==> src/rtl/pipe_pkg.sv <==
// Shared definitions for the pipeline-register stage buffers.
// Latency: none (types and constants only).
// Backpressure: none (types and constants only).
package pipe_pkg;

    // Occupancy of a stage buffer. FULL means the skid entry also holds a beat.
    typedef enum logic [1:0] {
        ST_EMPTY = 2'd0,
        ST_BUSY  = 2'd1,
        ST_FULL  = 2'd2
    } buf_state_e;

    // Default payload width of a pipeline register (XLEN).
    localparam int PIPE_DATA_W = 64;

endpackage

==> src/rtl/sat_counter.sv <==
// Saturating event counter with synchronous clear.
// Latency: count reflects an increment one cycle after inc is sampled.
// Backpressure: none; clr wins over inc, and the count sticks at all-ones.
module sat_counter #(
    parameter int CNT_W = 32
) (
    input  logic             clk,
    input  logic             rst_n,
    input  logic             clr,
    input  logic             inc,
    output logic [CNT_W-1:0] cnt
);

    // Clear first, then count up until every bit is set.
    always_ff @(posedge clk or negedge rst_n) begin
        if (!rst_n) begin
            cnt <= '0;
        end else if (clr) begin
            cnt <= '0;
        end else if (inc && (cnt != {CNT_W{1'b1}})) begin
            cnt <= cnt + CNT_W'(1);
        end
    end

endmodule

==> src/rtl/pipe_stage_buf.sv <==
// Pipeline register stage with valid/ready handshake, flush and stall counter.
// Latency: an accepted beat appears on out_data_o one cycle later when empty.
// Backpressure: skid build keeps in_ready_o registered (2 entries); plain build passes out_ready_i through.
// Build option: define PIPE_SKID_EN for the 2-entry skid buffer; otherwise a single register.
module pipe_stage_buf
    import pipe_pkg::*;
#(
    parameter int DATA_W = PIPE_DATA_W,
    parameter int CNT_W  = 32
) (
    input  logic              clk,
    input  logic              rst_n,
    input  logic              flush_i,
    input  logic              in_valid_i,
    output logic              in_ready_o,
    input  logic [DATA_W-1:0] in_data_i,
    output logic              out_valid_o,
    input  logic              out_ready_i,
    output logic [DATA_W-1:0] out_data_o,
    input  logic              cnt_clr_i,
    output logic [CNT_W-1:0]  stall_cnt_o
);

    buf_state_e        state;
    logic [DATA_W-1:0] main_data;
    logic              in_fire;
    logic              out_fire;
    logic              stall;

    // Output side is taken straight from registers: main entry and state.
    assign out_valid_o = (state != ST_EMPTY);
    assign out_data_o  = main_data;

    assign in_fire  = in_valid_i & in_ready_o;
    assign out_fire = out_valid_o & out_ready_i;
    assign stall    = out_valid_o & ~out_ready_i;

`ifdef PIPE_SKID_EN
    logic [DATA_W-1:0] skid_data;

    // Ready depends only on the state register, so upstream timing never
    // sees out_ready_i; the skid entry absorbs the beat in flight.
    assign in_ready_o = (state != ST_FULL);

    // Occupancy FSM: main entry drives the output, skid catches one extra beat.
    always_ff @(posedge clk or negedge rst_n) begin
        if (!rst_n) begin
            state     <= ST_EMPTY;
            main_data <= '0;
            skid_data <= '0;
        end else if (flush_i) begin
            // Flush wins over a simultaneous accept: that beat is dropped.
            state <= ST_EMPTY;
        end else begin
            case (state)
                ST_EMPTY: begin
                    if (in_fire) begin
                        main_data <= in_data_i;
                        state     <= ST_BUSY;
                    end
                end
                ST_BUSY: begin
                    if (in_fire && !out_fire) begin
                        skid_data <= in_data_i;
                        state     <= ST_FULL;
                    end else if (in_fire && out_fire) begin
                        main_data <= in_data_i;
                    end else if (out_fire) begin
                        state <= ST_EMPTY;
                    end
                end
                ST_FULL: begin
                    // in_ready_o is low here, so only the drain can happen.
                    if (out_fire) begin
                        main_data <= skid_data;
                        state     <= ST_BUSY;
                    end
                end
                default: state <= ST_EMPTY;
            endcase
        end
    end
`else
    // Accept when empty or when the held beat leaves this same cycle.
    assign in_ready_o = ~out_valid_o | out_ready_i;

    // Single register: an accept while busy always coincides with a drain.
    always_ff @(posedge clk or negedge rst_n) begin
        if (!rst_n) begin
            state     <= ST_EMPTY;
            main_data <= '0;
        end else if (flush_i) begin
            state <= ST_EMPTY;
        end else if (in_fire) begin
            main_data <= in_data_i;
            state     <= ST_BUSY;
        end else if (out_fire) begin
            state <= ST_EMPTY;
        end
    end
`endif

    sat_counter #(
        .CNT_W (CNT_W)
    ) u_stall_cnt (
        .clk   (clk),
        .rst_n (rst_n),
        .clr   (cnt_clr_i),
        .inc   (stall),
        .cnt   (stall_cnt_o)
    );

endmodule

==> config.mk <==
export PLATFORM = sky130hd
export DESIGN_NAME = pipe_stage_buf
export DESIGN_NICKNAME = d
export VERILOG_FILES = /design/src/rtl/pipe_pkg.sv /design/src/rtl/sat_counter.sv /design/src/rtl/pipe_stage_buf.sv
export SDC_FILE = /design/constraint.sdc
export NUM_CORES = 1
export LEC_CHECK = 0
export ABC_AREA = 1
export CAP_MARGIN = 20
export CORE_UTILIZATION = 30
export CTS_CLUSTER_SIZE = 30
export DETAILED_ROUTE_END_ITERATION = 12
export DONT_BUFFER_PORTS = 1
export PLACE_DENSITY = 0.52
export SLEW_MARGIN = 20
export SYNTH_ARGS = -nofsm -noshare
export SYNTH_HDL_FRONTEND = slang
export SYNTH_HIERARCHICAL = 1
export SYNTH_SLANG_ARGS = --single-unit
==> constraint.sdc <==
create_clock -name clk -period 1.5 [get_ports clk]
set_input_delay 0.225 -clock clk [delete_from_list [all_inputs] [get_ports clk]]
set_output_delay 0.225 -clock clk [all_outputs]
set_load 0.02 [all_outputs]
**After elaboration in Yosys (flattened, before gate mapping)**

Cells that the tools add are included.

- Add/subtract/negate cells: 1
- Multiply operators: 0
- Div/mod/pow operators: 0
- Order comparisons: 0
- Equal/unequal tests: 1
- Shifts and indexed selects: 0
- Muxes and demuxes: 5
- Bitwise gates (word level): 7
- Reduce and logical (&&, ||, !) cells: 5

Operators with widths:

| cell | number |
|---|---|
| $mux 32 | 2 |
| $add 32x1->32 const B | 1 |
| $ne 32x32->1 const B | 1 |
| $mux 2 | 3 |
| $reduce_bool 2->1 | 2 |
| $and 1x1->1 | 3 |
| $not 1->1 | 3 |
| $reduce_bool 3->1 | 1 |
| $reduce_and 2->1 | 1 |
| $logic_and 1x1->1 | 1 |
| $or 1x1->1 | 1 |

- Bits in registers: 98
- Bits in latches: 0
- RAM bits: 0
- Bits in read-only memories: 0
- Output and inout bits: 98
- Memories kept: 0

**Longest topological paths before layout**

- Word-level depth: 6
- Gate-level depth with buffers: 12
- Depth with buffers taken out: 11

**Cells and area by module**

Netlist, hierarchy kept.

By module, submodules not included:

| module | times used | cells each | area each (um^2) | seq. area each (um^2) |
|---|---|---|---|---|
| pipe_stage_buf | 1 | 284 | 2795.2 | 1626.6 |
| sat_counter | 1 | 345 | 2243.4 | 800.8 |

**Worst setup path before layout**

Ideal clock, no wire load.

- Path type: register to register
- Start: register u_stall_cnt.cnt[1]
- End: register u_stall_cnt.cnt[25]
- Setup time: 0.065 ns
- Arrival: 1.716 ns
- Data required time: 1.435 ns
- Path slack: -0.282 ns
- Cell stages (with the launch flop): 13
- Path buffers: 1
- Period minus slack after synthesis: 1.782 ns
- Cells stage by stage: dfrtp_1 > ha_1 > nand2_2 > nor2_4 > nand2_4 > nor2_8 > nand2_4 > nand2_8 > nand2_4 > inv_2 > buf_6 > nand2_1 > nand2_1

- Cells in the longest elaborated chain, start to end: 3
- Elaborated cells on any way between the ends: 6
- Those cells by class: add/sub (1); eq/ne (1); mux (2); reduce/logical (2)

RTL lines:

| what | line | text |
|---|---|---|
| from (decl) | sat_counter.sv:11 | `output logic [CNT_W-1:0] cnt` |
| from (signal assigned) | sat_counter.sv:21 | `cnt <= cnt + CNT_W'(1);` |
| $add 32x1->32 or $ne 32x32->1 (tied branches) | sat_counter.sv:21, sat_counter.sv:20 |  |
| $mux 32 or $logic_and 1x1->1 (tied branches) | sat_counter.sv:20 | `end else if (inc && (cnt != {CNT_W{1'b1}})) begin` |
| $mux 32 or $reduce_bool 2->1 (tied branches) | n/a |  |

Several ways; a longest one is shown, not always the timed one. The select of a mux whose other input is x is not followed.
A chain may end at the register's enable or synchronous reset.

**Worst setup path after layout**

- Start: register u_stall_cnt.cnt[0]
- End: register u_stall_cnt.cnt[30]

The elaborated chain is that of the path after synthesis.

==> impl_metrics.json <==
{
  "status": "finished with violations",
  "violations": "negative hold slack, negative setup slack",
  "hold_ws_ps": -428,
  "power_density_nw_per_um2": 1020,
  "cts.sinks": 97,
  "drc": 0,
  "postRouteAntennaNets": 0,
  "synthXorXnorAreaFrac_pct": 1.56,
  "synth_mux_area_share_pct": 0,
  "antenna_found_initial": 0,
  "cts.clk_slew.worst_paths_ps": 70,
  "synth_top_family_by_area": "simple AND/OR/NAND/NOR gates",
  "grt_pass1_vias": 4577,
  "cp-end-kind": "register",
  "grt_max_degree": 98,
  "cts_hold_buffers": 14,
  "io_pins": 168,
  "yosysWarnings": 6,
  "maxCapViolCount": 0,
  "detail_route.vias_per_cell": 4.68,
  "first_iter_violations": 191,
  "grt_pass1_wl_mm": 23.3,
  "drive_above_1_share_pct": 22.1,
  "fp.coreArea_um2": 16500,
  "num_rows": 47,
  "hp-class": "in2async",
  "synth_area_um2": 5040,
  "finalMaxSlewViolations": 0,
  "cts-root-buf": "clkbuf_16",
  "peakVddDrop_mv": 0.624,
  "nNetsFinal": 778,
  "place_area_um2": 5670,
  "fillCellCount": 1688,
  "initial_core_util_pct": 30.6,
  "gp_congestion": 0.874,
  "insertion_delay_ps": 340,
  "syn-num-nets": 700,
  "synthSimpleGateAreaFrac_pct": 39.9,
  "grtUsageTotal_pct": 17.1,
  "syn_inst": 629,
  "worst_slack_ps": -68.0,
  "min_period_ps": 1570,
  "postRouteWirelength_mm": 13.9,
  "antennaDiodeCount": 0,
  "setup_viol": 32,
  "final-hold-violation-count": 97,
  "wl_per_cell_um": 14.9,
  "crit_required_ps": 1780,
  "max_freq_mhz": 638,
  "rsz0062_at_grt": "true",
  "dieWidth_um": 132,
  "dieArea_um2": 17300,
  "synth_compound_gate_area_share_pct": 2.04,
  "dr.pass1.iters": 6,
  "startpoint_type": "register",
  "worstPathMaxFanout": 13,
  "synthToLayoutAreaGrowth_pct": 24.0,
  "yosys.cell_types.count": 30,
  "leakagePower_nw": 3.10,
  "maxSlewHeadroom_pct": 57.1,
  "cts_buffers": 9,
  "synth-seq-cells": 97,
  "yosysSeqAreaShare_pct": 48.2,
  "grt-ovfl-total": 0,
  "synth.avg_cell_area_um2": 8.01,
  "fin_crit_sh_pct": 105,
  "clockBufferDepth": 2,
  "tritoncts": "done",
  "worst-setup-path-type": "reg2reg",
  "place_ws_ps": -107,
  "synthAdderAreaFrac_pct": 0.248,
  "ctsHtreeMaxLevel": 3,
  "cp.arrival_ps": 1850,
  "tightest_slew_ps": 643,
  "numPortBuffers": 0,
  "vias": 4366,
  "skew_ps": 5.03,
  "finalInstanceArea_um2": 6250,
  "place_hpwl_mm": 10.0,
  "fp.dieH_um": 132
}
==> layout by cell type, fill, tap and decap left out <==
cell type      instances
inv_6                  3
dfrtp_1               92
dfrtp_2                5
o21ai_0                4
nor2_8                 1
o21ai_2                1
a21oi_1                5
nand2_1              259
nand3b_1               1
nand2_2                5
or2_2                  1
o21ai_1                9
xnor2_1                4
clkbuf_1               1
buf_12                 3
a22oi_1                1
clkbuf_16              9
nand4_1                8
nand3_2               21
buf_6                  4
inv_2                  2
bufinv_16              2
buf_4                 74
ha_4                   1
clkinvlp_4             1
inv_1                 31
nor2_2                10
dlygate4sd3_1         14
nand2_4                6
nand2_8                2
nor2_1                44
nand3_1               77
nor2_4                 5
xor2_1                 5
clkinv_2               1
==> cells in the mapped netlist <==
| cell type | count | area share (%) |
|---|---|---|
| nand4_1 | 8 | 0.99 |
| nand2_1 | 263 | 20 |
| nor2_2 | 4 | 0.50 |
| inv_1 | 31 | 2.3 |
| nand3_1 | 78 | 7.7 |
| o21ai_1 | 10 | 0.99 |
| o21ai_0 | 4 | 0.40 |
| a21oi_1 | 5 | 0.50 |
| buf_8 | 4 | 1.2 |
| nand3_2 | 20 | 4.0 |
| nor2_1 | 52 | 3.9 |
| clkbuf_1 | 2 | 0.15 |
| inv_2 | 3 | 0.22 |
| nor2_4 | 3 | 0.67 |
| buf_12 | 3 | 1.2 |
| or2_2 | 1 | 0.12 |
| buf_4 | 8 | 1.2 |
| nand2_8 | 1 | 0.40 |
| dfrtp_1 | 97 | 48 |
| buf_1 | 1 | 0.074 |
| ha_1 | 1 | 0.25 |
| xor2_1 | 5 | 0.87 |
| a22oi_1 | 1 | 0.15 |
| nand2_2 | 3 | 0.37 |
| buf_2 | 4 | 0.40 |
| nand3b_1 | 1 | 0.15 |
| buf_6 | 6 | 1.3 |
| nand2_4 | 5 | 1.1 |
| nor2_8 | 1 | 0.40 |
| xnor2_1 | 4 | 0.70 |
==> registers in the layout, summed over array words and instances (netlist names) <==
name             cells
state                1
u_stall_cnt/cnt     32
out_data_o          64
==> timing repair <==
action | CTS | global route
hold endpoints to repair | 111 | 97
endpoints found under the setup margin | 32 | 32
pin swaps | 1 | 5
gates resized for setup | 14 | 11
setup buffers | 3 | 1
==> per-stage QoR <==
step / cells / TNS (ps) / power, mW / utilization [%]
after floorplan: 629 / -3710 / 3.78 / -
after global placement: 898 / -708 / 3.89 / 34.4
after detailed placement: 898 / -2550 / 3.91 / 34.4
after CTS: 931 / -1470 / 6.49 / 37.7
after global routing: 932 / -4480 / 6.70 / 37.9
final: 932 / -1440 / 6.40 / 37.9
==> worst max-delay path, stage by stage, from the launching register on <==
cell and delay [ps]:
dfrtp_2 400, ha_4 150, nand2_4 50, nor2_4 130, nand2_4 100, nor2_8 110
nand2_4 80, nand2_8 80, nand2_8 60, inv_6 90, buf_12 130, nand2_1 50
nand2_1 70
==> area by class of cell <==
class	instances	area [µm²]	area share [%]
clock buffer	10	229	3.67
clock inverter	6	90.1	1.44
inverter	34	133	2.12
multi-input combinational	470	2280	36.6
sequential	97	2430	39.0
tap	220	275	4.41
timing repair buffer	95	801	12.8
==> path summary, 6_finish.rpt <==
| check | depth (start not counted) | slack [ps] | end | from |
|---|---|---|---|---|
| max reg2reg | 12 | -70 | u_stall_cnt/cnt[30] | u_stall_cnt/cnt[0] |
| min | 0 | -430 | u_stall_cnt/cnt[9] | rst_n |
| min reg2reg | 2 | 580 | u_stall_cnt/cnt[2] | u_stall_cnt/cnt[2] |
| max in group asynchronous | 0 | 1800 | state[0] | rst_n |
| min in group clk | 2 | 20 | out_data_o[42] | in_data_i[42] |
| max | 12 | -70 | u_stall_cnt/cnt[30] | u_stall_cnt/cnt[0] |
==> cell families (layout without fill, tap and decap cells) <==
| family | after synthesis | after routing |
|---|---|---|
| AND/OR/NAND/NOR | 440 | 440 |
| flip-flops | 97 | 97 |
| buffers and inverters | 62 | 145 |
| AO/OA/AOI/OAI | 20 | 20 |
| XOR/XNOR | 9 | 9 |
| adder cells (fa/ha/maj) | 1 | 1 |
==> report_power, final <==
part,switching [mW],leakage [nW],internal (mW)
Sequential,0.525,1.24,2.87
Combinational,0.304,1.70,0.199
Clock,1.03,0.153,1.47
==> layer usage <==
| layer | vias up | global-route usage (%) | wire length [µm] |
|---|---|---|---|
| met1 | 2053 | 20.2 | 5810 |
| met4 | 0 | 7.24 | 335 |
| met5 | - | 0 | 0 |
| met3 | 22 | 5.32 | 1070 |
| met2 | 153 | 28.4 | 6670 |
| li1 | 2138 | - | - |
No activity file was read; power rests on OpenSTA's default activity.
